<file path="config.mk">
export PLATFORM = sky130hd
export DESIGN_NAME = systolic_feeder
export DESIGN_NICKNAME = d
export VERILOG_FILES = /design/src/rtl/systolic_feeder.sv
export SDC_FILE = /design/constraint.sdc
export NUM_CORES = 1
export LEC_CHECK = 0
export ABC_CLOCK_PERIOD_IN_PS = 2350
export CORE_ASPECT_RATIO = 1.5
export CORE_MARGIN = 2
export CORE_UTILIZATION = 35
export CTS_BUF_LIST = sky130_fd_sc_hd__clkbuf_8
export DETAILED_ROUTE_END_ITERATION = 16
export PLACE_DENSITY = 0.55
export SLEW_MARGIN = 20
export SYNTH_ARGS = -nofsm -noshare
export SYNTH_HDL_FRONTEND = slang
export SYNTH_SLANG_ARGS = --single-unit
</file>
<file path="constraint.sdc">
create_clock -name clk -period 2.35 [get_ports clk]
set_input_delay 0.47 -clock clk [delete_from_list [all_inputs] [get_ports clk]]
set_output_delay 0.47 -clock clk [all_outputs]
set_load 0.01 [all_outputs]
</file>
<file path="src/rtl/systolic_feeder.sv">
// rtl/systolic_feeder.sv - tile sequencer and per-lane skew pipelines feeding an N x N systolic array
// Build option: define SYSTOLIC_FEEDER_ZERO_GATE_EN to force zero data into bubble slots.
module systolic_feeder #(
  parameter int DATA_WIDTH = 8,
  parameter int N          = 4
) (
  input  logic                    clk,
  input  logic                    rst_n,
  input  logic                    start,
  input  logic [15:0]             k_len,
  input  logic                    in_valid,
  output logic                    in_ready,
  input  logic [N*DATA_WIDTH-1:0] in_a,
  input  logic [N*DATA_WIDTH-1:0] in_b,
  output logic [N*DATA_WIDTH-1:0] a_out,
  output logic [N*DATA_WIDTH-1:0] b_out,
  output logic [N-1:0]            en_out,
  output logic                    clr,
  output logic                    busy,
  output logic                    done
);

  localparam int            FW         = $clog2(2 * N);
  localparam logic [FW-1:0] FLUSH_LAST = FW'(2 * N - 2);

  typedef enum logic [2:0] {
    IDLE   = 3'd0,
    CLEAR  = 3'd1,
    STREAM = 3'd2,
    FLUSH  = 3'd3,
    DONE   = 3'd4
  } state_e;

  state_e                  state_q, state_d;
  logic [15:0]             k_len_q, k_len_d;
  logic [15:0]             beat_cnt_q, beat_cnt_d;
  logic [FW-1:0]           flush_cnt_q, flush_cnt_d;
  logic                    xfer;
  logic [N*DATA_WIDTH-1:0] a_load;
  logic [N*DATA_WIDTH-1:0] b_load;

  always_ff @(posedge clk or negedge rst_n) begin
    if (!rst_n) begin
      state_q     <= IDLE;
      k_len_q     <= '0;
      beat_cnt_q  <= '0;
      flush_cnt_q <= '0;
    end else begin
      state_q     <= state_d;
      k_len_q     <= k_len_d;
      beat_cnt_q  <= beat_cnt_d;
      flush_cnt_q <= flush_cnt_d;
    end
  end

  always_comb begin
    state_d     = state_q;
    k_len_d     = k_len_q;
    beat_cnt_d  = beat_cnt_q;
    flush_cnt_d = flush_cnt_q;
    in_ready    = 1'b0;
    clr         = 1'b0;
    done        = 1'b0;
    busy        = (state_q != IDLE);
    case (state_q)
      IDLE: begin
        if (start) begin
          k_len_d = k_len;
          state_d = CLEAR;
        end
      end
      CLEAR: begin
        clr         = 1'b1;
        beat_cnt_d  = '0;
        flush_cnt_d = '0;
        state_d     = (k_len_q != 16'd0) ? STREAM : FLUSH;
      end
      STREAM: begin
        in_ready = 1'b1;
        if (in_valid) begin
          beat_cnt_d = beat_cnt_q + 16'd1;
          // k_len_q is nonzero here, so k_len_q-1 cannot underflow
          if (beat_cnt_q == k_len_q - 16'd1) state_d = FLUSH;
        end
      end
      FLUSH: begin
        flush_cnt_d = flush_cnt_q + 1'b1;
        if (flush_cnt_q == FLUSH_LAST) state_d = DONE;
      end
      DONE: begin
        done    = 1'b1;
        state_d = IDLE;
      end
      default: state_d = IDLE;
    endcase
  end

  assign xfer = in_ready & in_valid;

`ifdef SYSTOLIC_FEEDER_ZERO_GATE_EN
  assign a_load = xfer ? in_a : '0;
  assign b_load = xfer ? in_b : '0;
`else
  assign a_load = in_a;
  assign b_load = in_b;
`endif

  // Lane i has i+1 stages so lane i lags lane 0 by exactly i cycles
  for (genvar i = 0; i < N; i++) begin : g_lane
    logic [DATA_WIDTH-1:0] a_q [0:i];
    logic [DATA_WIDTH-1:0] b_q [0:i];
    logic [i:0]            en_q;

    always_ff @(posedge clk or negedge rst_n) begin
      if (!rst_n) begin
        en_q <= '0;
        for (int s = 0; s <= i; s++) begin
          a_q[s] <= '0;
          b_q[s] <= '0;
        end
      end else begin
        en_q[0] <= xfer;
        a_q[0]  <= a_load[i*DATA_WIDTH +: DATA_WIDTH];
        b_q[0]  <= b_load[i*DATA_WIDTH +: DATA_WIDTH];
        for (int s = 1; s <= i; s++) begin
          en_q[s] <= en_q[s-1];
          a_q[s]  <= a_q[s-1];
          b_q[s]  <= b_q[s-1];
        end
      end
    end

    assign en_out[i]                          = en_q[i];
    assign a_out[i*DATA_WIDTH +: DATA_WIDTH] = a_q[i];
    assign b_out[i*DATA_WIDTH +: DATA_WIDTH] = b_q[i];
  end

endmodule

</file>
==> metrics.yaml <==
place:
  place_hpwl_um: 8703
  dp.cells: 806
  portBuffers: 155
  gp_congestion: 0.7889
routing:
  drcViolationCount: 0
  viasPerCell: 4.363
  ant_nets: 0
  routed_wl_um: 12520
  vias: 3774
  wl_per_cell_um: 14.47
  drtIter0Drc: 171
  first_pass_iters: 4
floorplanning:
  die_h_um: 173.7
  initial_core_util_pct: 35.37
  coreArea_sq_um: 19010
  num_io_pins: 156
  die_width_um: 117.2
  fp-row-count: 62
  dieArea_sq_um: 20350
run_status:
  status: "complete, no violations"
global_routing:
  grt_pass1_wl_um: 20350
  grt_use_total_pct: 12.68
  grt_max_degree: 60
  grt_pass1_vias: 4133
  antenna_found_initial: 0
  grt-ovfl-total: 0
worst_hold_path:
  whs_path_depth: 0
  min_to: "g_lane[3].a_q[9]$_DFF_PN0_"
  hold_path.class: "flip-flop to flip-flop"
  hold_start: "g_lane[3].a_q[17]$_DFF_PN0_"
logic_synthesis:
  synth_warnings: 0
  synth-edff-count: 0
  yosysSeqAreaShare_pct: 75.20
  synthArstFlopShare_pct: 100.0
  ys_ff_latch: 202
  synth_top_area_share_pct: 75.20
  synth_area_leaders: "dfrtp_1, buf_4, xnor2_1"
  yosysMostFrequentCell: "dfrtp_1"
  syn-cell-area_sq_um: 6721
  yosysTopAreaCell: "dfrtp_1"
  yosysUniqueCellTypes: 51
  syn_avg_cell_area_sq_um: 15.31
  synth_fp_nets: 527
  synthCells: 439
  ys.flop_type: "dfrtp_1"
  synth_common_cells: "dfrtp_1, buf_4, xnor2_1"
critical_path:
  endpoint_kind: "output port"
  r2r_cells: 8
  start_kind: "flip-flop"
  crit_type: "flip-flop to output port"
  crit_slowest_cell: "dfrtp_2"
  crit_buf_inv: 2
  cp.arrival_ns: 1.80
  cp_top_family: "buffers and inverters"
  r2r_start: "k_len_q[0]$_DFFE_PN0P_"
  worst-path-stages: 3
  crit_required_ns: 1.88
  worst_path_largest_cell_delay_ns: 0.46
  ff2ff_setup_slack_ns: 0.16
  reg2reg_to: "state_q[0]$_DFFE_PN0P_"
  path_cells: "buf_4 > or3_1 > dlygate4sd2_1"
  path_max_fanout: 7
layout:
  final_nets: 675
  diodes: 0
  fin_cells: 865
  nFillCells: 1708
  seqCellArea_sq_um: 5059
  multi_input_area_sq_um: 1275
  drive_above_1_share_pct: 13.96
  area_growth_pct: 34.51
pwr:
  total_power_w: 0.008996
  vdd_drop_max_mv: 0.5206
  power_density_nw_per_um2: 995.0
  p_leak_nw: 3.918
timing:
  skew_ns: 0.01732
  worst_slew_pin_slew_ns: 0.5594
  fin_crit_sh_pct: 96.80
  hold_viol_final: 0
  slew_headroom_pct: 62.36
  setup_violations: 0
  period_minus_slack_ns: 2.275
  slew_viol_final: 0
  fmax_ghz: 0.4396
  holdWs_ns: 0.3397
run:
  cap_viol_max_count: 0
clocking:
  cts_tree: "built"
  cts_sinks: 202
  htreeDepth: 1
  clkLatencyLatePin_ns: 0.54
  clockRootBuffer: "clkbuf_8"
  cts_buffers: 30
  cts.clk_slew.worst_paths_ns: 0.06
  clk_path_buf_depth: 3
==> cell usage in the layout (no fill, tap or decap), types with 4 or more instances in the layout <==
master,Yosys,routed
dfrtp_1,202,199
clkdlybuf4s50_1,0,150
clkbuf_8,0,36
xnor2_1,23,23
nor2_1,21,20
inv_1,8,15
xor2_1,15,15
nand2_1,13,13
buf_4,49,12
mux2_1,10,10
nand3_1,9,9
clkinv_2,0,9
o21ai_0,8,8
nand4_1,8,8
a21oi_1,7,7
nor3_1,4,4
mux2_2,4,4
ha_1,4,4
==> sequential cells by signal, indices dropped and copies added, names as in the netlist <==
| name | flops |
|---|---|
| state_q | 3 |
| k_len_q | 16 |
| a_out | 24 |
| g_lane.b_q | 56 |
| g_lane.en_q | 4 |
| beat_cnt_q | 16 |
| g_lane.a_q | 56 |
| flush_cnt_q | 3 |
| b_out | 24 |
==> worst reg2reg max path, cell delays in order (launching register included) <==
cell,delay (ns)
dfrtp_1,0.43
inv_1,0.10
ha_1,0.19
or3b_4,0.43
nor4_2,0.27
nand2_1,0.08
a311oi_1,0.27
nand4_1,0.17
o21ai_2,0.17
==> routing by layer <==
layer	part of all wire (%)	vias up	GRT usage [%]
met3	5.9	32	3.287
met1	37	1905	13.82
li1	-	1709	-
met2	54	128	22.89
met5	0	-	0
met4	2.9	0	4.951
==> per-stage QoR <==
step           setup TNS (ns)  setup WS (ns)  util (%)  instance area [sq um]
6_report                    0        0.07525     47.57                   9041
3_3_place_gp                0         0.1674     43.81                   8325
3_5_place_dp                0         0.1477     43.81                   8325
5_1_grt              -0.01421       -0.01421     47.57                   9041
2_1_floorplan               0         0.2616         -                   6721
4_1_cts                     0      0.0005198     47.48                   9024
==> where the power goes <==
part           leakage [nW]  total (W)  internal, W  switching [W]
logic                  1.15    0.00175     0.000947       0.000799
registers              2.40    0.00429      0.00385       0.000440
clock network         0.367    0.00296      0.00169        0.00127
total                  3.92    0.00900      0.00649        0.00251
==> worst max-delay path by stage <==
stage,end,startpoint
after floorplan,state_q[0]$_DFFE_PN0P_,k_len_q[0]$_DFFE_PN0P_
after global placement,beat_cnt_q[10]$_DFFE_PN0P_,in_valid
after detailed placement,state_q[0]$_DFFE_PN0P_,k_len_q[0]$_DFFE_PN0P_
after CTS,in_ready,state_q[0]$_DFFE_PN0P_
after global routing,state_q[0]$_DFFE_PN0P_,k_len_q[0]$_DFFE_PN0P_
final,busy,state_q[1]$_DFFE_PN0P_
==> layout make-up <==
type                       count  share of cell area [%]
clock buffer                  35                   5.328
clock inverter                19                   1.785
inverter                       8                  0.3321
multi-input combinational    174                   14.10
sequential                   202                   55.95
tap                          256                   3.543
timing repair buffer         171                   18.96
==> kinds of logic after synthesis <==
kind of cell    after synthesis  synth area share, %
flops                       202                75.20
fa+ha+maj                     4               0.7446
buf+inv                      63                6.273
xor+xnor                     38                4.952
compound gates               30                2.811
mux                          15                2.494
simple gates                 87                7.521
==> what timing repair did <==
action                     4_1_cts  5_1_grt
setup endpoints to repair        4        2
hold endpoints to repair        55        0
resized for setup                9        4
hold buffers                     1        0
setup buffers                    4        0
(Power assumes the default switching activity.)
